===== src/rtl/ex_muldiv.sv =====
// ex_muldiv: iterative 32-bit multiply/divide unit for the EX stage.
// It runs MULT/MULTU/DIV/DIVU into the HI/LO registers at one bit per cycle,
// asks the hazard unit to freeze the front of the pipeline while busy, and
// answers MFHI/MFLO reads for the EX result mux.
module ex_muldiv (
    input  logic        clk,
    input  logic        rst_n,
    input  logic [1:0]  ALUOpI,
    input  logic [5:0]  functI,
    input  logic [31:0] RD1I,
    input  logic [31:0] RD2I,
    output logic        stallO,
    output logic [31:0] resultO,
    output logic        resultValidO,
    output logic [31:0] hiO,
    output logic [31:0] loO
);

    localparam logic [1:0] ALUOP_RTYPE = 2'b10;
    localparam logic [5:0] FN_MFHI     = 6'h10;
    localparam logic [5:0] FN_MFLO     = 6'h12;
    localparam logic [5:0] FN_MULT     = 6'h18;
    localparam logic [5:0] FN_MULTU    = 6'h19;
    localparam logic [5:0] FN_DIV      = 6'h1A;
    localparam logic [5:0] FN_DIVU     = 6'h1B;
    localparam logic [4:0] LAST_STEP   = 5'd31;

    typedef enum logic [1:0] {
        ST_IDLE = 2'd0,
        ST_BUSY = 2'd1,
        ST_FIX  = 2'd2,
        ST_DONE = 2'd3
    } state_t;

    // Magnitude of a 32-bit value, taken only when the operation is signed.
    function automatic logic [31:0] abs32(input logic [31:0] v, input logic is_signed);
        if (is_signed && v[31]) begin
            return ~v + 32'd1;
        end else begin
            return v;
        end
    endfunction

    // Two's-complement negate of a 32-bit value when requested.
    function automatic logic [31:0] cond_neg32(input logic [31:0] v, input logic neg);
        if (neg) begin
            return ~v + 32'd1;
        end else begin
            return v;
        end
    endfunction

    // Two's-complement negate of a 64-bit product when requested.
    function automatic logic [63:0] cond_neg64(input logic [63:0] v, input logic neg);
        if (neg) begin
            return ~v + 64'd1;
        end else begin
            return v;
        end
    endfunction

    // Architectural and iteration state
    state_t      state_r;
    logic [4:0]  count_r;
    logic [31:0] hi_r;
    logic [31:0] lo_r;
    logic [31:0] acc_hi_r;     // partial product high half / partial remainder
    logic [31:0] acc_lo_r;     // multiplier being consumed / dividend becoming quotient
    logic [31:0] op_b_r;       // multiplicand magnitude or divisor magnitude
    logic [31:0] orig_rd1_r;   // dividend exactly as issued, for the divide-by-zero result
    logic        is_div_r;
    logic        neg_res_r;    // product or quotient must be negated at the end
    logic        neg_rem_r;    // remainder must be negated at the end
    logic        div_zero_r;

    // Decode results
    logic        start_s;
    logic        signed_op_s;
    logic        div_op_s;
    logic        rd_hi_s;
    logic        rd_lo_s;
    logic [31:0] abs_rd1_s;
    logic [31:0] abs_rd2_s;

    // Iteration datapath
    logic [32:0] mul_sum_s;
    logic [32:0] div_shift_s;
    logic        div_ge_s;
    logic [31:0] step_hi_s;
    logic [31:0] step_lo_s;

    // Final sign correction
    logic [63:0] product_s;
    logic [31:0] fix_hi_s;
    logic [31:0] fix_lo_s;

    // Decode the instruction held in ID/EX into start/read requests
    always_comb begin
        start_s     = 1'b0;
        signed_op_s = 1'b0;
        div_op_s    = 1'b0;
        rd_hi_s     = 1'b0;
        rd_lo_s     = 1'b0;
        if (ALUOpI == ALUOP_RTYPE) begin
            case (functI)
                FN_MULT: begin
                    start_s     = 1'b1;
                    signed_op_s = 1'b1;
                end
                FN_MULTU: begin
                    start_s     = 1'b1;
                end
                FN_DIV: begin
                    start_s     = 1'b1;
                    signed_op_s = 1'b1;
                    div_op_s    = 1'b1;
                end
                FN_DIVU: begin
                    start_s     = 1'b1;
                    div_op_s    = 1'b1;
                end
                FN_MFHI: begin
                    rd_hi_s     = 1'b1;
                end
                FN_MFLO: begin
                    rd_lo_s     = 1'b1;
                end
                default: begin
                    start_s     = 1'b0;
                end
            endcase
        end else begin
            start_s = 1'b0;
        end
    end

    // Operand magnitudes captured at issue
    always_comb begin
        abs_rd1_s = abs32(RD1I, signed_op_s);
        abs_rd2_s = abs32(RD2I, signed_op_s);
    end

    // One shift-add (multiply) or restoring-subtract (divide) step
    always_comb begin
        mul_sum_s   = {1'b0, acc_hi_r} + (acc_lo_r[0] ? {1'b0, op_b_r} : 33'd0);
        div_shift_s = {acc_hi_r, acc_lo_r[31]};
        div_ge_s    = (div_shift_s >= {1'b0, op_b_r});
        if (is_div_r) begin
            if (div_ge_s) begin
                // Remainder is below the divisor, so it always fits in 32 bits.
                step_hi_s = div_shift_s[31:0] - op_b_r;
                step_lo_s = {acc_lo_r[30:0], 1'b1};
            end else begin
                step_hi_s = div_shift_s[31:0];
                step_lo_s = {acc_lo_r[30:0], 1'b0};
            end
        end else begin
            // Shift the 65-bit {carry, hi, lo} right by one after the add.
            step_hi_s = mul_sum_s[32:1];
            step_lo_s = {mul_sum_s[0], acc_lo_r[31:1]};
        end
    end

    // Sign correction of the finished magnitude result
    always_comb begin
        product_s = cond_neg64({acc_hi_r, acc_lo_r}, neg_res_r);
        if (is_div_r) begin
            if (div_zero_r) begin
                fix_hi_s = orig_rd1_r;
                fix_lo_s = 32'hFFFF_FFFF;
            end else begin
                fix_hi_s = cond_neg32(acc_hi_r, neg_rem_r);
                fix_lo_s = cond_neg32(acc_lo_r, neg_res_r);
            end
        end else begin
            fix_hi_s = product_s[63:32];
            fix_lo_s = product_s[31:0];
        end
    end

    // Control FSM with operand capture, iteration and HI/LO write-back
    always_ff @(posedge clk or negedge rst_n) begin
        if (!rst_n) begin
            state_r    <= ST_IDLE;
            count_r    <= 5'd0;
            hi_r       <= 32'd0;
            lo_r       <= 32'd0;
            acc_hi_r   <= 32'd0;
            acc_lo_r   <= 32'd0;
            op_b_r     <= 32'd0;
            orig_rd1_r <= 32'd0;
            is_div_r   <= 1'b0;
            neg_res_r  <= 1'b0;
            neg_rem_r  <= 1'b0;
            div_zero_r <= 1'b0;
        end else begin
            case (state_r)
                ST_IDLE: begin
                    if (start_s) begin
                        state_r    <= ST_BUSY;
                        count_r    <= 5'd0;
                        acc_hi_r   <= 32'd0;
                        orig_rd1_r <= RD1I;
                        is_div_r   <= div_op_s;
                        neg_res_r  <= signed_op_s & (RD1I[31] ^ RD2I[31]);
                        neg_rem_r  <= signed_op_s & RD1I[31];
                        div_zero_r <= div_op_s & (RD2I == 32'd0);
                        if (div_op_s) begin
                            op_b_r   <= abs_rd2_s;
                            acc_lo_r <= abs_rd1_s;
                        end else begin
                            op_b_r   <= abs_rd1_s;
                            acc_lo_r <= abs_rd2_s;
                        end
                    end else begin
                        state_r <= ST_IDLE;
                    end
                end
                ST_BUSY: begin
                    acc_hi_r <= step_hi_s;
                    acc_lo_r <= step_lo_s;
                    if (count_r == LAST_STEP) begin
                        state_r <= ST_FIX;
                        count_r <= 5'd0;
                    end else begin
                        state_r <= ST_BUSY;
                        count_r <= count_r + 5'd1;
                    end
                end
                ST_FIX: begin
                    hi_r    <= fix_hi_s;
                    lo_r    <= fix_lo_s;
                    state_r <= ST_DONE;
                end
                ST_DONE: begin
                    // The finished start op is still on the inputs; let it pass.
                    state_r <= ST_IDLE;
                end
                default: begin
                    state_r <= ST_IDLE;
                end
            endcase
        end
    end

    // Stall request and MFHI/MFLO read port
    always_comb begin
        stallO       = 1'b0;
        resultO      = 32'd0;
        resultValidO = 1'b0;
        if (!rst_n) begin
            stallO       = 1'b0;
            resultO      = 32'd0;
            resultValidO = 1'b0;
        end else begin
            case (state_r)
                ST_IDLE: begin
                    stallO = start_s;
                    if (rd_hi_s) begin
                        resultO      = hi_r;
                        resultValidO = 1'b1;
                    end else if (rd_lo_s) begin
                        resultO      = lo_r;
                        resultValidO = 1'b1;
                    end else begin
                        resultO      = 32'd0;
                        resultValidO = 1'b0;
                    end
                end
                ST_BUSY: begin
                    stallO = 1'b1;
                end
                ST_FIX: begin
                    stallO = 1'b1;
                end
                ST_DONE: begin
                    stallO = 1'b0;
                end
                default: begin
                    stallO = 1'b0;
                end
            endcase
        end
    end

    assign hiO = hi_r;
    assign loO = lo_r;

endmodule


===== config.mk =====
export PLATFORM = sky130hd
export DESIGN_NAME = ex_muldiv
export DESIGN_NICKNAME = d
export VERILOG_FILES = /design/src/rtl/ex_muldiv.sv
export SDC_FILE = /design/constraint.sdc
export NUM_CORES = 1
export LEC_CHECK = 0
export BUFFER_PORTS_ARGS = -buffer_cell sky130_fd_sc_hd__buf_2
export CELL_PAD_IN_SITES_DETAIL_PLACEMENT = 0
export CELL_PAD_IN_SITES_GLOBAL_PLACEMENT = 1
export CORE_MARGIN = 2
export CORE_UTILIZATION = 46
export DETAILED_ROUTE_END_ITERATION = 10
export MAX_ROUTING_LAYER = met4
export PLACE_DENSITY_LB_ADDON = 0.1
export SYNTH_ARGS = -nofsm -noshare
export SYNTH_HDL_FRONTEND = slang
export SYNTH_SLANG_ARGS = --single-unit
export TNS_END_PERCENT = 100

===== constraint.sdc =====
create_clock -name clk -period 3.81 [get_ports clk]
set_input_delay 0.381 -clock clk [delete_from_list [all_inputs] [get_ports clk]]
set_output_delay 0.381 -clock clk [all_outputs]
set_load 0.01 [all_outputs]

==> flow_metrics.env <==
export IMPL_drt_initial_drc_count=1522
export IMPL_ys_seq_area_frac=0.2908
export IMPL_cts_tree="built"
export IMPL_end_kind="register"
export IMPL_drt_total_wl_um=68790
export IMPL_dieWidth_um=198.9
export IMPL_gp_routability_congestion=0.9780
export IMPL_fin_setup_tns_ps=0
export IMPL_grt_pass1_vias=16410
export IMPL_total_power_mw=6.360
export IMPL_cp_max_fo=5
export IMPL_antenna_found_initial=1
export IMPL_fin_skew_ps=45.34
export IMPL_rows=71
export IMPL_htree_levels=1
export IMPL_grt_first_pass_wirelength_um=103200
export IMPL_ir_drop_mv=0.2754
export IMPL_clock_sink_count=203
export IMPL_status="completed"
export IMPL_slew_headroom=0.3241
export IMPL_syn_area_um2=17470
export IMPL_routed_via_density=6.122
export IMPL_start_util=0.4659
export IMPL_synthCells=2211
export IMPL_cts_max_path_buffers=3
export IMPL_core_area_um2=37490
export IMPL_dpl_hpwl_um=54000
export IMPL_post_route_min_period_ps=3680
export IMPL_area_growth_pct=14.38
export IMPL_port_buffers=171
export IMPL_slew_violations=0
export IMPL_antenna_left=0
export IMPL_dieHeight_um=198.9
export IMPL_yosys_warnings=0
export IMPL_nets=2490
export IMPL_cts_buffers=26
export IMPL_hold_viol=0
export IMPL_crit_type="register to register"
export IMPL_power_leakage_nw=8.946
export IMPL_synth_ff_type="dfrtp_1"
export IMPL_drtPass1Iterations=5
export IMPL_fin_crit_sh=0.9659
export IMPL_fillers=3758
export IMPL_syn_nets=2361
export IMPL_drv_cap=0
export IMPL_async_flop_share=1.000
export IMPL_clk_latency_ps=580
export IMPL_ys_seq_elements=203
export IMPL_start_kind="register"
export IMPL_drive_above_1_share=0.1703
export IMPL_synth_edff_count=0
export IMPL_die_area_um2=39550
export IMPL_wire_per_inst_um=23.95
export IMPL_required_ps=4250
export IMPL_vias=17580
export IMPL_cts_setup_buffers=0
export IMPL_root_buffer="clkbuf_16"
export IMPL_grt_max_degree=82
export IMPL_route_detailed_drc=0
export IMPL_io_pins=172
export IMPL_hold_class="input pin to register"
export IMPL_grt_usage=0.3578
export IMPL_worst_pin_slew_ps=1010
export IMPL_synthDistinctLibCells=77
export IMPL_fmax_mhz=271.7
export IMPL_avgSynthCellArea_um2=7.900
export IMPL_grt_ovfl_total=0
export IMPL_rsz0062_at_grt="false"
export IMPL_power_per_cell_area_nw_per_um2=318.4
export IMPL_crit_arrival_ps=4120
export IMPL_setup_violations=0
export IMPL_clk_pin_slew_ps=70
state kept, by name, indices dropped and copies added (netlist names), named ones only:
register    count
div_zero_r      1
orig_rd1_r     32
hiO            32
count_r         5
acc_lo_r       32
op_b_r         32
neg_res_r       1
acc_hi_r       32
loO            32
state_r         1
is_div_r        1
neg_rem_r       1
cell usage after synthesis (all sizes together), types with 22 or more instances:
master  number  share of area
a211oi      22         0.0095
a21o        32          0.014
a21oi      192          0.055
buf         25         0.0072
clkbuf     147          0.032
dfrtp      203           0.29
ha          74          0.053
inv         74          0.016
mux2        55          0.035
mux2i       85          0.049
nand2      232          0.050
nand2b      25         0.0090
nand3       44          0.013
nor2       249          0.054
nor3        37          0.011
o21ai      171          0.049
o221ai      26          0.013
o31ai       44          0.020
xnor2       88          0.044
xor2       103          0.052
area by class of cell:
type | count | area (um2) | area share
inverter | 74 | 277.8 | 0.01390
timing repair buffer | 273 | 1683 | 0.08424
tap | 511 | 639.4 | 0.03200
sequential | 203 | 5086 | 0.2546
clock buffer | 34 | 721.9 | 0.03614
antenna | 1 | 2.502 | 0.0001253
multi-input combinational | 1762 | 11450 | 0.5730
clock inverter | 14 | 120.1 | 0.006012
worst paths after layout:
kind	startpoint	endpoint	slack (ps)	depth (start not counted)
min in group asynchronous	rst_n	acc_hi_r[18]	280	2
max reg2reg	acc_lo_r[9]	hiO[5]	130	8
max	acc_lo_r[9]	hiO[5]	130	8
min reg2reg	op_b_r[17]	op_b_r[17]	470	2
min	RD1I[5]	orig_rd1_r[5]	140	2
max in group asynchronous	rst_n	neg_res_r	2270	3
power by group:
part / switching, mW / internal (mW)
combinational: 0.904 / 0.540
sequential: 0.169 / 2.28
clock: 1.06 / 1.41
per-stage QoR:
| step | setup WS, ps | hold WS [ps] | std cells | utilization | instance area (um2) |
|---|---|---|---|---|---|
| after CTS | 163.5 | 118.0 | 2871 | 0.5328 | 19970 |
| after global placement | 123.6 | 338.6 | 2822 | 0.5101 | 19120 |
| final | 129.9 | 138.6 | 2872 | 0.5329 | 19980 |
| after floorplan | 410.4 | 85.41 | 2211 | - | 17470 |
| after detailed placement | 159.7 | 339.4 | 2822 | 0.5101 | 19120 |
| after global routing | 46.33 | 135.0 | 2872 | 0.5329 | 19980 |
cells in the final DEF, fill, tap and decap left out, types with 25 or more instances in the layout:
cell / n
o221ai_1: 26
nor2_1: 249
xnor2_1: 88
a21o_1: 32
inv_1: 74
buf_4: 97
dfrtp_1: 200
nand2_1: 230
nor3_1: 37
nand2b_1: 25
clkbuf_16: 27
mux2i_1: 85
o21ai_0: 166
xor2_1: 103
a21oi_1: 192
mux2_2: 55
nand3_1: 44
o31ai_1: 43
ha_1: 73
buf_2: 170
layer usage:
layer | vias up | wire (um) | global-route usage
met4 | 0 | 1808 | 0.08651
li1 | 8168 | - | -
met1 | 8603 | 31230 | 0.5015
met3 | 97 | 5398 | 0.05697
met5 | - | 0 | -
met2 | 715 | 30360 | 0.5403
critical path, stage by stage (launching register included):
cell	delay, ps
dfrtp_1	450
nor4_1	730
or4b_4	560
or4_1	590
or3_1	380
o31ai_1	310
a21oi_1	110
a31oi_1	280
o22ai_1	160
cell families after synthesis:
| group | Yosys count | synth area share |
|---|---|---|
| fa+ha+maj | 76 | 0.05530 |
| xor+xnor | 191 | 0.09577 |
| simple gates | 726 | 0.1908 |
| buf+inv | 246 | 0.05487 |
| flops | 203 | 0.2908 |
| mux | 140 | 0.08417 |
| compound gates | 629 | 0.2283 |
what timing repair did:
item	4_1_cts	5_1_grt
hold buffers	1	0
endpoints found under the setup margin	0	1
endpoints found under the hold margin	27	0
resized for setup	0	1
(Power assumes the default switching activity.)
